<file path="src/rtl/serial_subtractor.sv">
// serial_subtractor: bit-serial a - b - borrow_in over WIDTH clock cycles.
// A single full-subtractor cell consumes one operand bit per clock, LSB first.
// The result bits enter the result register from the MSB side. The final
// borrow and the signed-overflow flag are registered on the completion edge.
// After a completion, diff/borrw/ovf hold their values until the next one.
module serial_subtractor #(
   parameter int WIDTH = 8
) (
   input  logic             clk,
   input  logic             rst_n,
   input  logic             start,
   input  logic [WIDTH-1:0] a,
   input  logic [WIDTH-1:0] b,
   input  logic             borrow_in,
   output logic             busy,
   output logic             done,
   output logic [WIDTH-1:0] diff,
   output logic             borrw,
   output logic             ovf
);

   localparam int CW = (WIDTH > 1) ? $clog2(WIDTH) : 1;
   localparam logic [CW-1:0] LAST_BIT = CW'(WIDTH - 1);

   typedef enum logic [0:0] {
      ST_IDLE  = 1'b0,
      ST_SHIFT = 1'b1
   } state_t;

   state_t           state_q, state_d;
   logic [WIDTH-1:0] a_sh_q, a_sh_d;
   logic [WIDTH-1:0] b_sh_q, b_sh_d;
   logic [WIDTH-1:0] res_q, res_d;
   logic             br_q, br_d;
   logic [CW-1:0]    cnt_q, cnt_d;
   logic             busy_q, busy_d;
   logic             done_q, done_d;
   logic [WIDTH-1:0] diff_q, diff_d;
   logic             borrw_q, borrw_d;
   logic             ovf_q, ovf_d;

   logic             a0_s, b0_s, d_s, br_next_s;
   logic [WIDTH-1:0] res_shift_s;

   // Subtractor cell and next-state logic; on the last bit a0/b0 are the operand sign bits
   always_comb begin
      state_d = state_q;
      a_sh_d  = a_sh_q;
      b_sh_d  = b_sh_q;
      res_d   = res_q;
      br_d    = br_q;
      cnt_d   = cnt_q;
      busy_d  = busy_q;
      done_d  = 1'b0;
      diff_d  = diff_q;
      borrw_d = borrw_q;
      ovf_d   = ovf_q;

      a0_s        = a_sh_q[0];
      b0_s        = b_sh_q[0];
      d_s         = a0_s ^ b0_s ^ br_q;
      br_next_s   = (~a0_s & b0_s) | (~(a0_s ^ b0_s) & br_q);
      res_shift_s = {d_s, res_q[WIDTH-1:1]};

      case (state_q)
         ST_IDLE: begin
            if (start) begin
               a_sh_d  = a;
               b_sh_d  = b;
               br_d    = borrow_in;
               res_d   = {WIDTH{1'b0}};
               cnt_d   = {CW{1'b0}};
               busy_d  = 1'b1;
               state_d = ST_SHIFT;
            end else begin
               state_d = ST_IDLE;
            end
         end
         ST_SHIFT: begin
            a_sh_d = {1'b0, a_sh_q[WIDTH-1:1]};
            b_sh_d = {1'b0, b_sh_q[WIDTH-1:1]};
            res_d  = res_shift_s;
            br_d   = br_next_s;
            cnt_d  = cnt_q + {{(CW-1){1'b0}}, 1'b1};
            if (cnt_q == LAST_BIT) begin
               state_d = ST_IDLE;
               busy_d  = 1'b0;
               done_d  = 1'b1;
               diff_d  = res_shift_s;
               borrw_d = br_next_s;
               ovf_d   = (a0_s != b0_s) && (d_s != a0_s);
            end else begin
               state_d = ST_SHIFT;
            end
         end
         default: begin
            state_d = ST_IDLE;
            busy_d  = 1'b0;
         end
      endcase
   end

   // State, datapath and output registers with asynchronous clear
   always_ff @(posedge clk or negedge rst_n) begin
      if (!rst_n) begin
         state_q <= ST_IDLE;
         a_sh_q  <= {WIDTH{1'b0}};
         b_sh_q  <= {WIDTH{1'b0}};
         res_q   <= {WIDTH{1'b0}};
         br_q    <= 1'b0;
         cnt_q   <= {CW{1'b0}};
         busy_q  <= 1'b0;
         done_q  <= 1'b0;
         diff_q  <= {WIDTH{1'b0}};
         borrw_q <= 1'b0;
         ovf_q   <= 1'b0;
      end else begin
         state_q <= state_d;
         a_sh_q  <= a_sh_d;
         b_sh_q  <= b_sh_d;
         res_q   <= res_d;
         br_q    <= br_d;
         cnt_q   <= cnt_d;
         busy_q  <= busy_d;
         done_q  <= done_d;
         diff_q  <= diff_d;
         borrw_q <= borrw_d;
         ovf_q   <= ovf_d;
      end
   end

   assign busy  = busy_q;
   assign done  = done_q;
   assign diff  = diff_q;
   assign borrw = borrw_q;
   assign ovf   = ovf_q;

endmodule

</file>
<file path="config.mk">
export PLATFORM = sky130hd
export DESIGN_NAME = serial_subtractor
export DESIGN_NICKNAME = d
export VERILOG_FILES = /design/src/rtl/serial_subtractor.sv
export SDC_FILE = /design/constraint.sdc
export NUM_CORES = 1
export LEC_CHECK = 0
export ABC_AREA = 1
export CAP_MARGIN = 10
export CORE_ASPECT_RATIO = 1.5
export CORE_UTILIZATION = 54
export DETAILED_ROUTE_END_ITERATION = 16
export HOLD_SLACK_MARGIN = 0.06
export PLACE_DENSITY = 0.84
export SLEW_MARGIN = 10
export SYNTH_ARGS = -nofsm -noshare
export SYNTH_HDL_FRONTEND = slang
export SYNTH_SLANG_ARGS = --single-unit
</file>
<file path="constraint.sdc">
create_clock -name clk -period 4 [get_ports clk]
set_input_delay 0.8 -clock clk [delete_from_list [all_inputs] [get_ports clk]]
set_output_delay 0.8 -clock clk [all_outputs]
set_load 0.005 [all_outputs]
</file>
==> After elaboration in Yosys (flattened, before gate mapping) <==
Index checks and enable logic that the tools add are counted.
{ "word_totals": {"elab_cells": 46, "output_inout_bits": 12, "register_bits": 41} }
{ "classes": {"mux": 18, "n_eq_ne": 5, "n_addsub": 1, "n_bitwise": 8, "reduce_logical": 3} }
{ "ops": {"columns": ["cell", "count"], "rows": [
  ["one-hot mux 8 bit (2 select lines)", 3],
  ["two-way mux 8 bit", 3],
  ["two-way mux 1 bit", 7],
  ["one-hot mux 1 bit (2 select lines)", 3],
  ["one-hot mux 3 bit (2 select lines)", 1],
  ["AND reduction 2 bit", 2],
  ["adder 3 x 1 -> 3 bit, second input constant", 1],
  ["equality test 3 bit, second input constant", 1],
  ["two-way mux 3 bit", 1],
  ["NOT 1 bit", 3],
  ["AND 1 bit", 2],
  ["!= test 1 bit", 2],
  ["!= test 2 x 1 -> 1 bit, second input constant", 1],
  ["!= test 2 bit, second input constant", 1],
  ["bitwise XOR 1 bit", 2],
  ["logical AND 1 bit", 1],
  ["OR 1 bit", 1]
]} }

==> Longest topological paths before layout <==
Gate-level depths: netlist (run 1).
{ "depth": {"word_depth": 5, "mapped_depth": 7} }

==> Least setup slack after synthesis (run 1) <==
OpenSTA, ideal clock, no wires.
{ "synth_timing": {"path_type": "flip-flop to flip-flop", "startpoint": "reg a_sh_q[0]", "endpoint": "reg ovf_q (netlist: ovf)", "path_stages_with_launch": 7, "arrival_ns": 1.191, "period_less_slack_ns": 1.308, "path_buffers": 0, "slack_ns": 2.692, "cell_sequence": "dfrtp_1 fa_1 nand2_1 inv_1 nor2_1 nand2_1 nand2_1"} }
{ "synth_via": {"elab_chain_len": 4, "elab_cells_between_ends": 5, "cone_classes": "eq/ne (2); bitwise (2); reduce/logical (1)"} }
{ "synth_rtl": {"columns": ["item", "line", "rtl"], "rows": [
  ["start, declared", "31", "logic [WIDTH-1:0] a_sh_q, a_sh_d;"],
  ["start signal, assigned", "107", "a_sh_q <= {WIDTH{1'b0}};"],
  ["start signal, assigned", "119", "a_sh_q <= a_sh_d;"],
  ["bitwise XOR 1 bit (2 in a row)", "61", "d_s = a0_s ^ b0_s ^ br_q;"],
  ["named net d_s", "42", "logic a0_s, b0_s, d_s, br_next_s;"],
  ["!= test 1 bit", "91", "ovf_d = (a0_s != b0_s) && (d_s != a0_s);"],
  ["logical AND 1 bit", "91", null],
  ["end signal, assigned", "128", "ovf_q <= ovf_d;"],
  ["end, declared", "40", "logic ovf_q, ovf_d;"]
]} }
The timed path passes the listed nets, and every way through them passes these cells.
A chain may end at the register's enable or synchronous reset.

==> Final worst setup path (run 1) <==
{ "layout_timing": {"startpoint": "reg diff_q[6] (netlist: diff[6])", "endpoint": "out diff[6]"} }
{ "layout_lines": {"columns": ["item", "line", "rtl"], "rows": [
  ["start, declared", "38", "logic [WIDTH-1:0] diff_q, diff_d;"],
  ["start signal, assigned", "114", "diff_q <= {WIDTH{1'b0}};"],
  ["start signal, assigned", "126", "diff_q <= diff_d;"],
  ["end, declared", "17", "output logic [WIDTH-1:0] diff,"]
]} }
No word-level cell between the ends.

==> results.yml, run 1 <==
global_route:
  grt_first_pass_wirelength_um: 5640
  grt.overflow.total: 0
  grt_max_degree: 41
  grt_pass1_vias: 1415
  grt_use_total: 0.242
  antenna_found_initial: 0
pwr:
  p_leak_nw: 1.02
  irDropWorstVdd_mv: 0.451
  powerDensity_mw_per_mm2: 740
sta:
  finalSetupViolations: 0
  skew_ns: 0.00959
  worst-slew-pin-transition_ns: 0.862
  fmax_ghz: 0.508
  relSlewSlack: 0.425
  worst_slack_ns: 2.03
  hold_viol_final: 0
  tns_ns: 0
  final-max-slew-violation-count: 0
  fin_crit_sh: 0.492
  rsz0062_at_grt: "no"
  finalCriticalPeriod_ns: 1.97
detailed_routing:
  drt_first_iter_violations: 27
  drt_wl_total_um: 3120
  firstDrtPassIters: 4
  drc: 0
  wire_per_inst_um: 12.4
  vias_per_cell: 5.25
  vias: 1318
  ant_nets: 0
placed_design:
  portBuffers: 31
  gp_congestion: 0.764
  dp_hpwl_um: 2210
  pre_cts_ws_ns: 1.99
worst_setup_path:
  r2r_setup_slack_ns: 2.04
  crit_buf_inv: 1
  endpoint_kind: "primary output"
  crit_path_max_incr_delay_ns: 0.51
  crit_chain: "clkdlybuf4s50_1"
  reg2regPathDepth: 2
  path_delay_family: "buffers and inverters"
  startpoint_type: "register"
  slowest_stage: "clkdlybuf4s50_1"
  reg2reg_to: "diff[5]"
  arrival_ns: 1.17
  cp_max_fo: 2
  timing.rr.start: "state_q"
  required_ns: 3.20
  path_class: "register to primary output"
worst_hold_path:
  hold_path_class: "register to register"
  whs_path_depth: 2
  min_from: "b_sh_q[7]"
  hold_end: "b_sh_q[7]"
synth:
  syn_area_mm2: 0.00169
  synth.distinct_cells: 18
  syn-num-nets: 205
  yosys_register_bits: 40
  yosys_warnings: 0
  yosysSeqAreaShare: 0.593
  netlist_instances: 180
  syn_avg_cell_area_um2: 9.38
die:
  dieArea_mm2: 0.00336
  num_rows: 24
  die_x_um: 47.7
  core_area_mm2: 0.00294
  die_h_um: 70.5
  start_util: 0.574
  io_pins: 32
final_layout:
  diodes: 0
  drive_gt1_frac: 0.0613
  nets: 236
  areaGrowthSynthToFinish_pct: 24.8
  fillers: 232
  layout_common_cells: "73 x nand2_1, 40 x dfrtp_1, 30 x clkdlybuf4s50_1, 15 x nand3_1, 13 x inv_1"
  final_common_cell: "nand2_1"
clocking:
  insertion_delay_ns: 0.30
  hold_buffers: 0
  cts_setup_buffers: 0
  numCtsBuffers: 5
  cts_buffer_depth: 2
  cts-root-buf: "clkbuf_8"
  htreeDepth: 2
  cts_tree: "built"
  cts-resized-gates: 0
  cts.sinks: 40
  clkSlewWorstSetupHoldPaths_ns: 0.08
flow_run:
  maxCapViolations: 0
run_status:
  outcome: "finished, final reports clean"
[worst max path at each step]
stage               from         to  slack, ns  depth (start not counted)
2_1_floorplan  a_sh_q[0]        ovf       2.69                          6
3_3_place_gp       start       br_q       2.04                          5
3_5_place_dp       start  a_sh_q[1]       1.99                          5
4_1_cts          state_q    diff[7]       2.01                          2
5_1_grt          state_q    diff[0]       1.88                          2
6_report         diff[6]    diff[6]       2.03                          1
[cells by family after synthesis]
family,synth area share
adders and majority gates,0.0415
and+or+nand+nor,0.233
DFF,0.593
AOI/OAI and AO/OA,0.0600
buffers and inverters,0.0726
[layer usage]
layer  track usage  share of wire  vias up
li1              -              -      622
met1         0.236           0.38      642
met2         0.399           0.54       42
met3        0.0853          0.051       12
met4         0.157          0.030        0
met5             0              0        -
[state kept, by name (all words and copies together) (netlist names)]
signal / count
br_q: 1
b_sh_q: 8
done: 1
res_q: 7
diff: 8
state_q: 1
a_sh_q: 8
cnt_q: 3
ovf: 1
borrw: 1
busy: 1
[Yosys cell counts, drive strengths merged]
master	count	area, um^2
nor2	6	37.5
inv	15	61.3
nand3	15	75.1
nand2	73	274
or2	1	6.26
clkbuf	1	3.75
fa	1	20.0
ha	4	50.1
o21a	1	7.51
o22ai	7	43.8
dfrtp	40	1000
o21ai	10	50.1
buf	6	57.6
[layout make-up]
cell class                      count  area (um^2)  share of cell area
Timing Repair Buffer               31          305               0.145
Clock buffer                        7         96.3              0.0457
Clock inverter                      1         30.0              0.0143
Tap cell                           39         48.8              0.0232
Multi-Input combinational cell    118          564               0.268
Inverter                           15         61.3              0.0291
Sequential cell                    40         1000               0.475
[metrics by stage]
step | hold slack (ns) | util | instances | power, mW | cell area, um^2
floorplan | 0.446 | - | 180 | 1.02 | 1690
global placement | 0.458 | 0.673 | 243 | 1.16 | 1980
detailed placement | 0.476 | 0.673 | 243 | 1.22 | 1980
CTS | 0.494 | 0.716 | 251 | 1.58 | 2110
global route | 0.512 | 0.716 | 251 | 1.68 | 2110
finish | 0.489 | 0.716 | 251 | 1.56 | 2110
[power breakdown]
group	switching, mW	internal [mW]	total, mW	leakage (nW)
Clock	0.134	0.220	0.354	0.0645
Combinational	0.261	0.254	0.515	0.446
Sequential	0.117	0.573	0.691	0.512
Total	0.513	1.05	1.56	1.02
[worst register-to-register path, cell delays in order, from the launching register on]
cell and delay (ns):
dfrtp_1 0.91, nand2_1 0.60, o21ai_0 0.36
Note: power is estimated with default switching activity, not from simulation.
==> run 2, diff against run 1 <==
- CORE_UTILIZATION: 54 -> 51
- PLACE_DENSITY: 0.84 -> 0.8
- clock period: 4 -> 2.04 ns (I/O delays scaled with it)
==> results.yml, run 2 (synthesis results as in run 1) <==
clocking:
  htreeDepth: 2
  numCtsBuffers: 5
  cts-root-buf: "clkbuf_8"
  hold_buffers: 0
  cts_buffer_depth: 2
  clkSlewWorstSetupHoldPaths_ns: 0.08
  insertion_delay_ns: 0.30
  cts-resized-gates: 0
  cts_setup_buffers: 0
  cts.sinks: 40
  cts_tree: "built"
worst_setup_path:
  startpoint_type: "register"
  crit_chain: "clkdlybuf4s50_1"
  cp_num_cells: 1
  endpoint_kind: "primary output"
  crit_path_max_incr_delay_ns: 0.51
  reg2reg_to: "res_q[2]"
  required_ns: 1.63
  reg2regPathDepth: 4
  path_class: "register to primary output"
  r2r_setup_slack_ns: 0.56
  cp_max_fo: 2
  crit_buf_inv: 1
  slowest_stage: "clkdlybuf4s50_1"
  path_delay_family: "buffers and inverters"
  arrival_ns: 1.17
  timing.rr.start: "state_q"
final_layout:
  nets: 239
  areaGrowthSynthToFinish_pct: 26.1
  drive_gt1_frac: 0.0744
  layout_common_cells: "73 x nand2_1, 40 x dfrtp_1, 30 x clkdlybuf4s50_1, 15 x nand3_1, 13 x inv_1"
  fillers: 249
  diodes: 0
  final_common_cell: "nand2_1"
die:
  io_pins: 32
  die_x_um: 49.0
  start_util: 0.534
  num_rows: 25
  dieArea_mm2: 0.00355
  core_area_mm2: 0.00316
  die_h_um: 72.5
pwr:
  p_switching_mw: 1.00
  swShare: 0.333
  clockPowerShare: 0.213
  p_comb_frac: 0.344
  power.internal_mw: 2.00
  irDropWorstVdd_mv: 0.840
  p_leak_nw: 1.03
  powerDensity_mw_per_mm2: 1410
  p_seq_frac: 0.443
global_route:
  antenna_found_initial: 0
  grt_pass1_vias: 1282
  grt.overflow.total: 0
  grt_use_total: 0.207
  grt_first_pass_wirelength_um: 5540
  grt_max_degree: 41
sta:
  finalCriticalPeriod_ns: 1.58
  finalSetupViolations: 0
  hold_viol_final: 0
  hold_slack_ns: 0.0523
  final-max-slew-violation-count: 0
  worst-slew-pin-transition_ns: 0.570
  skew_ns: 0.00934
  rsz0062_at_grt: "no"
  fin_crit_sh: 0.775
  fmax_ghz: 0.632
  tns_ns: 0
  relSlewSlack: 0.620
placed_design:
  portBuffers: 31
  gp_congestion: 0.691
  dp_hpwl_um: 2120
detailed_routing:
  drc: 0
  wire_per_inst_um: 11.7
  vias_per_cell: 5.00
  ant_nets: 0
  vias: 1275
  drt_wl_total_um: 2990
  drt_first_iter_violations: 49
  firstDrtPassIters: 4
run_status:
  outcome: "finished, final reports clean"
worst_hold_path:
  hold_path_class: "input pin to asynchronous set/reset pin"
flow_run:
  maxCapViolations: 0
run 2: worst max-delay path by stage:
stage	from	to
2_1_floorplan	a_sh_q[0]	ovf
5_1_grt	diff[5]	diff[5]
6_report	diff[1]	diff[1]
3_5_place_dp	start	b_sh_q[5]
3_3_place_gp	start	b_sh_q[5]
4_1_cts	diff[1]	diff[1]
run 2: power groups by stage:
stage	clock [mW]	sequential [mW]	combinational, mW
2_1_floorplan	0	1.29	0.701
3_3_place_gp	0	1.33	0.977
3_5_place_dp	0	1.34	1.05
4_1_cts	0.652	1.33	1.05
5_1_grt	0.681	1.38	1.18
6_report	0.639	1.33	1.03
run 2: per-stage QoR:
step                      setup WS [ns]  instance area, um^2  total power [mW]   util  cells
after global placement            0.468                 2020              2.30  0.638    247
after floorplan                   0.732                 1690              1.99      -    180
after CTS                         0.452                 2130              3.04  0.674    255
after global routing              0.434                 2130              3.24  0.674    255
final                             0.459                 2130              3.00  0.674    255
after detailed placement          0.423                 2020              2.39  0.638    247
run 2: layout make-up:
type,count,area [um^2],share of cell area
repair buffers,34,340,0.160
multi-input cells,118,564,0.265
clock buffers,5,68.8,0.0323
flip-flops and latches,40,1000,0.470
well taps,40,50.0,0.0235
clock inverters,3,42.5,0.0200
inverters,15,61.3,0.0288
run 2: routing by layer:
metal  GRT usage  wire, um  share of wire
met1       0.245      1290           0.43
met2       0.355      1510           0.50
met3      0.0503       125          0.042
met4      0.0980        68          0.023
met5           0         0              0
==> run 3, diff against run 2 <==
- clock period: 2.04 -> 1.58 ns (I/O delays scaled with it)
==> results.yml, run 3 (synthesis results as in run 1) <==
placed_design:
  pre_cts_ws_ns: 0.0251
  gp_congestion: 0.728
  postPlaceCellArea_mm2: 0.00205
  portBuffers: 31
  place_inst: 250
  dp_hpwl_um: 2280
pwr:
  powerDensity_mw_per_mm2: 1780
  irDropWorstVdd_mv: 0.882
  p_leak_nw: 1.04
  finalPower_mw: 3.82
worst_setup_path:
  crit_chain: "clkdlybuf4s50_1"
  path_class: "register to primary output"
  crit_buf_inv: 1
  arrival_ns: 1.17
  crit_path_max_incr_delay_ns: 0.51
  endpoint_kind: "primary output"
  slowest_stage: "clkdlybuf4s50_1"
  cp_max_fo: 2
  startpoint_type: "register"
  required_ns: 1.26
  path_delay_family: "buffers and inverters"
detailed_routing:
  vias: 1295
  drt_wl_total_um: 3090
  wire_per_inst_um: 11.9
  drc: 0
  drt_first_iter_violations: 21
  ant_nets: 0
  vias_per_cell: 5.00
  firstDrtPassIters: 5
die:
  num_rows: 25
  start_util: 0.534
  io_pins: 32
  die_x_um: 49.0
  core_area_mm2: 0.00316
  dieArea_mm2: 0.00355
  die_h_um: 72.5
worst_hold_path:
  hold_path_class: "register to register"
sta:
  hold_viol_final: 0
  worst_slack_ns: 0.0986
  finalSetupViolations: 0
  skew_ns: 0.00408
  final-max-slew-violation-count: 0
  fmax_ghz: 0.675
  rsz0062_at_grt: "no"
  finalCriticalPeriod_ns: 1.48
  relSlewSlack: 0.601
  tns_ns: 0
  worst-slew-pin-transition_ns: 0.598
  hold_slack_ns: 0.481
  fin_crit_sh: 0.938
final_layout:
  drive_gt1_frac: 0.0776
  nets: 243
  layout_common_cells: "73 x nand2_1, 40 x dfrtp_1, 30 x clkdlybuf4s50_1, 15 x nand3_1, 13 x inv_1"
  diodes: 0
  stdcell_count: 259
  areaGrowthSynthToFinish_pct: 27.5
  post-route-util: 0.681
  final_common_cell: "nand2_1"
  postLayoutCellArea_mm2: 0.00215
clocking:
  htreeDepth: 2
  cts-resized-gates: 0
  cts-root-buf: "clkbuf_8"
  numCtsBuffers: 5
  clkSlewWorstSetupHoldPaths_ns: 0.07
  insertion_delay_ns: 0.29
  cts_tree: "built"
  cts.sinks: 40
  cts_buffer_depth: 2
global_route:
  grt_pass1_vias: 1356
  antenna_found_initial: 0
  grt_use_total: 0.215
  grt.overflow.total: 0
  grt_max_degree: 29
  grt_first_pass_wirelength_um: 5710
flow_run:
  maxCapViolations: 0
run_status:
  outcome: "finished, final reports clean"
run 3: cell count changes in the layout (fill, tap and decap cells not counted):
cell	previous run	this run
clkbuf_8	5	6
clkinv_2	1	0
clkinvlp_4	1	0
clkbuf_1	0	2
bufinv_16	1	0
buf_12	1	2
dlygate4sd3_1	0	1
buf_4	2	4
run 3: path summary, 6_finish.rpt:
| check | startpoint | cells past startpoint | slack (ns) | end |
|---|---|---|---|---|
| min in group asynchronous | rst_n | 2 | 0.56 | res_q[4] |
| setup reg to reg | a_sh_q[0] | 6 | 0.16 | ovf |
| setup / recovery | busy | 1 | 0.1 | busy |
| max in group asynchronous | rst_n | 3 | 0.46 | a_sh_q[5] |
| hold reg to reg | cnt_q[1] | 2 | 0.48 | cnt_q[1] |
| hold / removal | cnt_q[1] | 2 | 0.48 | cnt_q[1] |
run 3: power by group:
part	internal, mW	total, mW	leakage (nW)	switching, mW
logic	0.727	1.45	0.487	0.725
registers	1.45	1.69	0.512	0.233
clock network	0.356	0.682	0.0455	0.326
total	2.54	3.82	1.04	1.28
run 3: layout make-up:
type / count / area (um^2)
inverters: 15 / 61.3
clock buffers: 8 / 90.1
fillers: 250 / 1010
well taps: 40 / 50.0
multi-input cells: 118 / 564
repair buffers: 38 / 385
flip-flops and latches: 40 / 1000
run 3: repair_timing:
action,CTS,global route
setup buffers,0,0
hold buffers,1,0
hold endpoints to repair,26,0
setup endpoints to repair,0,0
run 3: worst register-to-register path: stages, from the launching register on:
cell,delay (ns)
dfrtp_1,0.45
fa_1,0.61
nand2_1,0.07
inv_1,0.06
nor2_1,0.03
nand2_1,0.05
nand2_1,0.04
run 3: metal layers:
metal	up-vias	track usage	share of wire
li1	640	-	-
met1	611	0.241	0.41
met2	38	0.373	0.52
met3	6	0.0545	0.044
met4	0	0.114	0.019
met5	-	0	0
